===== src/rtl/axi_rd_slave_responder_if.sv =====
// AXI4 read-address / read-data channel bundle for axi_rd_slave_responder.
// Handshake rule for both channels: a transfer happens on the rising clk
// edge where valid and ready are both high. Once valid is raised, the source
// holds valid and its payload unchanged until that edge. Ready may be raised
// or dropped at any time.
// Ports (signals):
//   AR: arid, araddr, arlen, arsize, arburst, arvalid (master->slave), arready (slave->master)
//   R : rid, rdata, rresp, rlast, rvalid (slave->master), rready (master->slave)
interface axi_rd_slave_responder_if #(
  parameter int ID_W   = 12,
  parameter int ADDR_W = 32,
  parameter int DATA_W = 64
);
  logic [ID_W-1:0]   arid;
  logic [ADDR_W-1:0] araddr;
  logic [7:0]        arlen;
  logic [2:0]        arsize;
  logic [1:0]        arburst;
  logic              arvalid;
  logic              arready;

  logic [ID_W-1:0]   rid;
  logic [DATA_W-1:0] rdata;
  logic [1:0]        rresp;
  logic              rlast;
  logic              rvalid;
  logic              rready;

  modport slave (
    input  arid, araddr, arlen, arsize, arburst, arvalid, rready,
    output arready, rid, rdata, rresp, rlast, rvalid
  );

  modport master (
    output arid, araddr, arlen, arsize, arburst, arvalid, rready,
    input  arready, rid, rdata, rresp, rlast, rvalid
  );
endinterface


===== src/rtl/axi_rd_slave_responder.sv =====
// AXI4 read slave. Accepts one AR burst at a time, walks the burst address
// (FIXED / INCR / WRAP), reads each beat from a 1-cycle-latency word memory
// and returns R beats with rid / rresp / rlast. Illegal requests are answered
// with len+1 SLVERR beats of zero data without touching the memory.
// Ports:
//   clk, rst   : clock, synchronous active-high reset
//   s_axi      : AR/R channels (slave modport)
//   mem_en     : word read strobe
//   mem_addr   : word-aligned byte address of the read
//   mem_rdata  : read data, valid the cycle after mem_en
//   dbg_state  : current FSM state (IDLE=0, REQ=1, CAP=2, RESP=3)
module axi_rd_slave_responder #(
  parameter int ID_W   = 12,
  parameter int ADDR_W = 32,
  parameter int DATA_W = 64
) (
  input  logic                 clk,
  input  logic                 rst,
  axi_rd_slave_responder_if.slave s_axi,
  output logic                 mem_en,
  output logic [ADDR_W-1:0]    mem_addr,
  input  logic [DATA_W-1:0]    mem_rdata,
  output logic [1:0]           dbg_state
);
  localparam int BPW   = DATA_W / 8;
  localparam int MAXSZ = $clog2(BPW);

  typedef enum logic [1:0] {IDLE, REQ, CAP, RESP} state_t;

  state_t            state, state_next;
  logic              arready_q;
  logic [ID_W-1:0]   rid_q;
  logic [DATA_W-1:0] rdata_q;
  logic [1:0]        rresp_q;
  logic              rlast_q;
  logic [7:0]        beat_q;
  logic [7:0]        len_q;
  logic [2:0]        size_q;
  logic [1:0]        burst_q;
  logic              err_q;
  logic [ADDR_W-1:0] cur_addr;

  logic              ar_hs;
  logic              r_hs;
  logic              err_in;
  logic [ADDR_W-1:0] beat_bytes;
  logic [ADDR_W-1:0] wrap_mask;
  logic [ADDR_W-1:0] addr_next;

  assign ar_hs = s_axi.arvalid && arready_q;
  assign r_hs  = (state == RESP) && s_axi.rready;

  // Request legality, evaluated on the live AR payload.
  assign err_in = (s_axi.arsize > 3'(MAXSZ)) ||
                  (s_axi.arburst == 2'b11) ||
                  ((s_axi.arburst == 2'b10) &&
                   !((s_axi.arlen == 8'd1) || (s_axi.arlen == 8'd3) ||
                     (s_axi.arlen == 8'd7) || (s_axi.arlen == 8'd15)));

  // Next beat address. For a legal WRAP, len+1 is a power of two, so the
  // wrap window minus one is simply (len << size) | (bytes_per_beat - 1).
  always_comb begin
    beat_bytes = ADDR_W'(1) << size_q;
    wrap_mask  = (ADDR_W'(len_q) << size_q) | (beat_bytes - ADDR_W'(1));
    addr_next  = cur_addr;
    case (burst_q)
      2'b00:   addr_next = cur_addr;
      2'b10:   addr_next = (cur_addr & ~wrap_mask) | ((cur_addr + beat_bytes) & wrap_mask);
      default: addr_next = (cur_addr & ~(beat_bytes - ADDR_W'(1))) + beat_bytes;
    endcase
  end

  always_comb begin
    state_next = state;
    case (state)
      IDLE:    if (ar_hs) state_next = REQ;
      REQ:     state_next = CAP;
      CAP:     state_next = RESP;
      RESP:    if (r_hs) state_next = rlast_q ? IDLE : REQ;
      default: state_next = IDLE;
    endcase
  end

  always_ff @(posedge clk) begin
    if (rst) begin
      state     <= IDLE;
      arready_q <= 1'b0;
      rid_q     <= '0;
      rdata_q   <= '0;
      rresp_q   <= 2'b00;
      rlast_q   <= 1'b0;
      beat_q    <= 8'd0;
      len_q     <= 8'd0;
      size_q    <= 3'd0;
      burst_q   <= 2'b00;
      err_q     <= 1'b0;
      cur_addr  <= '0;
    end else begin
      state <= state_next;
      // Registered ready: low in the first idle cycle after reset, and
      // high again the cycle after the last R handshake.
      arready_q <= (state_next == IDLE);
      if (ar_hs) begin
        rid_q    <= s_axi.arid;
        cur_addr <= s_axi.araddr;
        len_q    <= s_axi.arlen;
        size_q   <= s_axi.arsize;
        burst_q  <= s_axi.arburst;
        err_q    <= err_in;
        beat_q   <= 8'd0;
      end
      if (state == CAP) begin
        rdata_q <= err_q ? '0 : mem_rdata;
        rresp_q <= err_q ? 2'b10 : 2'b00;
        rlast_q <= (beat_q == len_q);
      end
      if (r_hs && !rlast_q) begin
        beat_q   <= beat_q + 8'd1;
        cur_addr <= addr_next;
      end
    end
  end

  assign mem_en    = (state == REQ) && !err_q;
  assign mem_addr  = {cur_addr[ADDR_W-1:MAXSZ], {MAXSZ{1'b0}}};
  assign dbg_state = state;

  assign s_axi.arready = arready_q;
  assign s_axi.rvalid  = (state == RESP);
  assign s_axi.rid     = rid_q;
  assign s_axi.rdata   = rdata_q;
  assign s_axi.rresp   = rresp_q;
  assign s_axi.rlast   = rlast_q;
endmodule


===== src/flat_wrapper.sv =====
// flat-port wrapper written by rule: the top's interface ports become plain ports
module axi_rd_slave_responder_flat 
#(
  parameter int ID_W   = 12,
  parameter int ADDR_W = 32,
  parameter int DATA_W = 64
)
  (clk, rst, mem_en, mem_addr, mem_rdata, dbg_state, s_axi_arid, s_axi_araddr, s_axi_arlen, s_axi_arsize, s_axi_arburst, s_axi_arvalid, s_axi_rready, s_axi_arready, s_axi_rid, s_axi_rdata, s_axi_rresp, s_axi_rlast, s_axi_rvalid);
  axi_rd_slave_responder_if #(.ID_W(ID_W), .ADDR_W(ADDR_W), .DATA_W(DATA_W)) s_axi_i ();
  input  logic clk;
  input  logic rst;
  output logic mem_en;
  output logic [ADDR_W-1:0] mem_addr;
  input  logic [DATA_W-1:0] mem_rdata;
  output logic [1:0] dbg_state;
  input wire logic [$bits(s_axi_i.arid)-1:0] s_axi_arid;
  input wire logic [$bits(s_axi_i.araddr)-1:0] s_axi_araddr;
  input wire logic [$bits(s_axi_i.arlen)-1:0] s_axi_arlen;
  input wire logic [$bits(s_axi_i.arsize)-1:0] s_axi_arsize;
  input wire logic [$bits(s_axi_i.arburst)-1:0] s_axi_arburst;
  input wire logic [$bits(s_axi_i.arvalid)-1:0] s_axi_arvalid;
  input wire logic [$bits(s_axi_i.rready)-1:0] s_axi_rready;
  output wire logic [$bits(s_axi_i.arready)-1:0] s_axi_arready;
  output wire logic [$bits(s_axi_i.rid)-1:0] s_axi_rid;
  output wire logic [$bits(s_axi_i.rdata)-1:0] s_axi_rdata;
  output wire logic [$bits(s_axi_i.rresp)-1:0] s_axi_rresp;
  output wire logic [$bits(s_axi_i.rlast)-1:0] s_axi_rlast;
  output wire logic [$bits(s_axi_i.rvalid)-1:0] s_axi_rvalid;
  assign s_axi_i.arid = s_axi_arid;
  assign s_axi_i.araddr = s_axi_araddr;
  assign s_axi_i.arlen = s_axi_arlen;
  assign s_axi_i.arsize = s_axi_arsize;
  assign s_axi_i.arburst = s_axi_arburst;
  assign s_axi_i.arvalid = s_axi_arvalid;
  assign s_axi_i.rready = s_axi_rready;
  assign s_axi_arready = s_axi_i.arready;
  assign s_axi_rid = s_axi_i.rid;
  assign s_axi_rdata = s_axi_i.rdata;
  assign s_axi_rresp = s_axi_i.rresp;
  assign s_axi_rlast = s_axi_i.rlast;
  assign s_axi_rvalid = s_axi_i.rvalid;
  axi_rd_slave_responder #(.ID_W(ID_W), .ADDR_W(ADDR_W), .DATA_W(DATA_W)) u_core (.clk(clk), .rst(rst), .s_axi(s_axi_i), .mem_en(mem_en), .mem_addr(mem_addr), .mem_rdata(mem_rdata), .dbg_state(dbg_state));
endmodule

===== config.mk =====
export PLATFORM = sky130hd
export DESIGN_NAME = axi_rd_slave_responder_flat
export DESIGN_NICKNAME = d
export VERILOG_FILES = /design/src/rtl/axi_rd_slave_responder_if.sv /design/src/rtl/axi_rd_slave_responder.sv /design/src/flat_wrapper.sv
export SDC_FILE = /design/constraint.sdc
export NUM_CORES = 1
export LEC_CHECK = 0
export ABC_AREA = 1
export BUFFER_PORTS_ARGS = -buffer_cell sky130_fd_sc_hd__buf_2
export CAP_MARGIN = 20
export CELL_PAD_IN_SITES_DETAIL_PLACEMENT = 0
export CELL_PAD_IN_SITES_GLOBAL_PLACEMENT = 2
export CORE_MARGIN = 2
export CORE_UTILIZATION = 27
export CTS_CLUSTER_SIZE = 25
export DETAILED_ROUTE_END_ITERATION = 10
export GPL_TIMING_DRIVEN = 0
export PLACE_DENSITY = 0.92
export SYNTH_ARGS = -nofsm -noshare
export SYNTH_HDL_FRONTEND = slang
export SYNTH_SLANG_ARGS = --single-unit

===== constraint.sdc =====
create_clock -name clk -period 3.7 [get_ports clk]
set_input_delay 0.37 -clock clk [delete_from_list [all_inputs] [get_ports clk]]
set_output_delay 0.37 -clock clk [all_outputs]
set_load 0.1 [all_outputs]

==> load_flow_metrics.sql <==
INSERT INTO impl_metrics (metric_group, metric, value, unit) VALUES
('timing', 'max_freq', '296.4', 'MHz'),
('cells_and_area', 'layout.cells.non_filler', '1869', ''),
('routing', 'first_iter_violations', '463', ''),
('place', 'globalplace.congestion', '0.8921', ''),
('timing', 'layout_worst_path_cycle_share', '0.9119', ''),
('clock_network', 'clk_root_buffer_cell', 'sky130_fd_sc_hd__clkbuf_16', ''),
('cells_and_area', 'antenna_diode_count', '0', ''),
('cells_and_area', 'utilization', '0.3546', ''),
('clock_network', 'cts.sinks', '135', ''),
('timing', 'timing.final.hold_violations', '0', ''),
('synth', 'post_synth_edffs', '0', ''),
('floorplan', 'io_pins', '241', ''),
('synth', 'netlist.area_leader.share', '0.3399', ''),
('floorplan', 'placeableCoreArea', '28860', 'um2'),
('synth', 'synth.lib_cells_used.distinct', '54', ''),
('place', 'place_inst', '1836', ''),
('global_routing', 'wire_length_of_the_first_global_routing_pass', '46.24', 'mm'),
('floorplan', 'chipHeight', '175.6', 'um'),
('min_path', 'hold_class', 'input pin to flip-flop', ''),
('clock_network', 'cts.reportedPaths.clkPinSlew', '0.08', 'ns'),
('clock_network', 'cts-hold-fix-buffers', '0', ''),
('cells_and_area', 'fraction_of_final_layout_cells_with_drive_strength_greater_than_1', '0.2478', ''),
('timing', 'slew_headroom', '0.3643', ''),
('place', 'place.detailed.hpwl', '23.36', 'mm'),
('clock_network', 'maximum_buffer_depth_of_the_clock_tree', '2', ''),
('synth', 'yosys-top-cells-area', 'sky130_fd_sc_hd__dfxtp_1, sky130_fd_sc_hd__nand2_1, sky130_fd_sc_hd__a21oi_1, sky130_fd_sc_hd__nor2_1, sky130_fd_sc_hd__inv_1', ''),
('timing', 'rsz_0062_raised_after_global_routing', 'false', ''),
('global_routing', 'via_count_of_the_first_global_routing_pass', '8495', ''),
('routing', 'finalWirelength', '29.84', 'mm'),
('global_routing', 'grtUsageTotal', '0.1919', ''),
('global_routing', 'grt_antenna_before_repair', '0', ''),
('global_routing', 'grt_start_max_net_pins', '18', ''),
('run', 'max_cap_viol_count', '0', ''),
('routing', 'via_per_inst', '4.715', ''),
('cells_and_area', 'final-seq-area', '2703', 'um2'),
('timing', 'tightest_slew', '0.9536', 'ns'),
('floorplan', 'initial_core_util', '0.2755', ''),
('critical_path', 'cp_max_fo', '7', ''),
('synth', 'post_synth.cell_area_avg', '6.550', 'um2'),
('critical_path', 'critPathCaptureType', 'flip-flop', ''),
('cells_and_area', 'num-nets-final', '1611', ''),
('global_routing', 'total_congestion_overflow_after_global_routing', '0', ''),
('synth', 'synth-main-ff-cell', 'sky130_fd_sc_hd__dfxtp_1', ''),
('routing', 'post-route-drc-count', '0', ''),
('timing', 'fin_worst_skew', '0.01751', 'ns'),
('synth', 'synth_cells', '1214', ''),
('synth', 'synth.ff_latch_count', '135', ''),
('synth', 'asyncSetResetFlopFracSynth', '0', ''),
('cells_and_area', 'layout.filler_cells', '3214', ''),
('synth', 'synth.top_cells.by_count', 'sky130_fd_sc_hd__nand2_1, sky130_fd_sc_hd__a21oi_1, sky130_fd_sc_hd__dfxtp_1', ''),
('critical_path', 'critPathRequiredTime', '4.06', 'ns'),
('clock_network', 'cts_resized', '0', ''),
('clock_network', 'cts_tree', 'done', ''),
('timing', 'finalSetupViolCount', '0', ''),
('cells_and_area', 'syn_to_final_growth', '28.69', '%'),
('critical_path', 'startpoint_type', 'flip-flop', ''),
('synth', 'synth_most_common_cell', 'sky130_fd_sc_hd__nand2_1', ''),
('timing', 'finalCriticalPeriod', '3.374', 'ns'),
('routing', 'route.vias.total', '8813', ''),
('clock_network', 'numCtsBuffers', '17', ''),
('critical_path', 'cp_data_arrival_time', '3.73', 'ns'),
('timing', 'report.final.slew_viol_count', '0', ''),
('routing', 'avgRoutedWirePerCell', '15.97', 'um'),
('power', 'total_leakage_power', '4.658', 'nW'),
('routing', 'route.antenna.remaining_nets', '0', ''),
('clock_network', 'clkLatencyLatePin', '0.43', 'ns'),
('floorplan', 'die_area', '30840', 'um2'),
('synth', 'yosys.area.top_type', 'sky130_fd_sc_hd__dfxtp_1', ''),
('power', 'power.density_cell_area', '699.3', 'nW/um2'),
('status', 'status', 'complete, no violations', ''),
('clock_network', 'cts.repair_timing.setup_buffer_count', '0', '');
==> worst max-delay path, stage by stage (launching register included) <==
cell and delay, ns:
sky130_fd_sc_hd__dfxtp_1 0.56, sky130_fd_sc_hd__nand2_2 0.15, sky130_fd_sc_hd__nor2_1 0.28, sky130_fd_sc_hd__inv_1 0.12
sky130_fd_sc_hd__ha_1 0.36, sky130_fd_sc_hd__nand2_1 0.08, sky130_fd_sc_hd__inv_1 0.04, sky130_fd_sc_hd__ha_1 0.31
sky130_fd_sc_hd__nand2_1 0.10, sky130_fd_sc_hd__inv_1 0.09, sky130_fd_sc_hd__nand2_1 0.14, sky130_fd_sc_hd__nor3_2 0.20
sky130_fd_sc_hd__nand2_1 0.08, sky130_fd_sc_hd__nand3_2 0.18, sky130_fd_sc_hd__nand2_2 0.10, sky130_fd_sc_hd__nor2_2 0.15
sky130_fd_sc_hd__xor2_1 0.16, sky130_fd_sc_hd__nand2_1 0.07, sky130_fd_sc_hd__a21oi_1 0.12
==> worst paths after layout <==
path	start	end	cells past startpoint	slack, ns
setup reg to reg	u_core.size_q[2]$_SDFFE_PP0P_	flip-flop	18	0.33
setup / recovery	u_core.size_q[2]$_SDFFE_PP0P_	flip-flop	18	0.33
hold reg to reg	u_core.beat_q[6]$_SDFFE_PP0P_	u_core.beat_q[6]$_SDFFE_PP0P_	1	0.44
hold / removal	mem_rdata[59]	u_core.s_axi.rdata[59]$_SDFFE_PP0P_	3	0.18
==> stage by stage <==
| step | setup slack (ns) | hold slack [ns] | cell area (um2) | power [mW] |
|---|---|---|---|---|
| after floorplan | 0.1676 | 0.4115 | 7963 | 4.717 |
| after global placement | 0.4161 | 0.4233 | 9619 | 5.416 |
| after detailed placement | 0.4392 | 0.4304 | 9619 | 5.431 |
| after CTS | 0.4045 | 0.1628 | 10220 | 7.201 |
| after global routing | 0.06345 | 0.1635 | 10230 | 7.531 |
| final | 0.3259 | 0.1768 | 10230 | 7.156 |
==> metal layers <==
| metal | share of wire | wire length [um] | track usage | vias to the layer above |
|---|---|---|---|---|
| li1 | - | - | - | 4469 |
| met1 | 0.44 | 13240 | 0.2442 | 4005 |
| met2 | 0.47 | 13910 | 0.3212 | 299 |
| met3 | 0.066 | 1976 | 0.04502 | 40 |
| met4 | 0.024 | 714 | 0.05992 | 0 |
| met5 | 0 | 0 | 0 | - |
==> power breakdown <==
part / switching [mW] / internal (mW) / leakage [nW]
clock network: 0.842 / 0.914 / 0.287
logic: 2.72 / 0.730 / 3.27
registers: 0.241 / 1.71 / 1.10
==> cell families after synthesis <==
kind of cell / share of synthesized area
flip-flops: 0.3399
XOR/XNOR: 0.02093
adder cells (fa/ha/maj): 0.02297
other: 0.0004716
multiplexers: 0.001259
buffers and inverters: 0.1138
AND/OR/NAND/NOR: 0.3146
AO/OA/AOI/OAI: 0.1862
==> cell usage in the layout (no fill, tap or decap), types with 4 or more instances in the layout <==
master,count
sky130_fd_sc_hd__o21ai_1,14
sky130_fd_sc_hd__inv_1,94
sky130_fd_sc_hd__ha_1,13
sky130_fd_sc_hd__inv_8,4
sky130_fd_sc_hd__nand3_2,5
sky130_fd_sc_hd__a31oi_1,8
sky130_fd_sc_hd__nand4_1,12
sky130_fd_sc_hd__buf_4,37
sky130_fd_sc_hd__a21oi_1,142
sky130_fd_sc_hd__conb_1,4
sky130_fd_sc_hd__xor2_1,11
sky130_fd_sc_hd__a22oi_1,14
sky130_fd_sc_hd__inv_6,4
sky130_fd_sc_hd__dfxtp_1,135
sky130_fd_sc_hd__o21ai_0,63
sky130_fd_sc_hd__clkbuf_1,38
sky130_fd_sc_hd__inv_2,12
sky130_fd_sc_hd__nor4_1,4
sky130_fd_sc_hd__nand3_1,68
sky130_fd_sc_hd__nor2_1,123
sky130_fd_sc_hd__buf_2,241
sky130_fd_sc_hd__xnor2_1,8
sky130_fd_sc_hd__buf_1,5
sky130_fd_sc_hd__nor2_2,5
sky130_fd_sc_hd__nor3_1,18
sky130_fd_sc_hd__o211ai_1,4
sky130_fd_sc_hd__nand2_1,314
sky130_fd_sc_hd__nor2_4,5
sky130_fd_sc_hd__clkbuf_16,17
sky130_fd_sc_hd__o22ai_1,5
sky130_fd_sc_hd__clkinv_8,5
sky130_fd_sc_hd__nand2_2,15
==> layout make-up <==
cell class | count | share of cell area
clock buffer | 17 | 0.04158
timing repair buffer | 236 | 0.1160
tap | 384 | 0.04696
multi-input combinational | 885 | 0.4257
buffer | 88 | 0.04806
sequential | 135 | 0.2641
inverter | 109 | 0.04035
clock inverter | 15 | 0.01724
(Power assumes the default switching activity.)
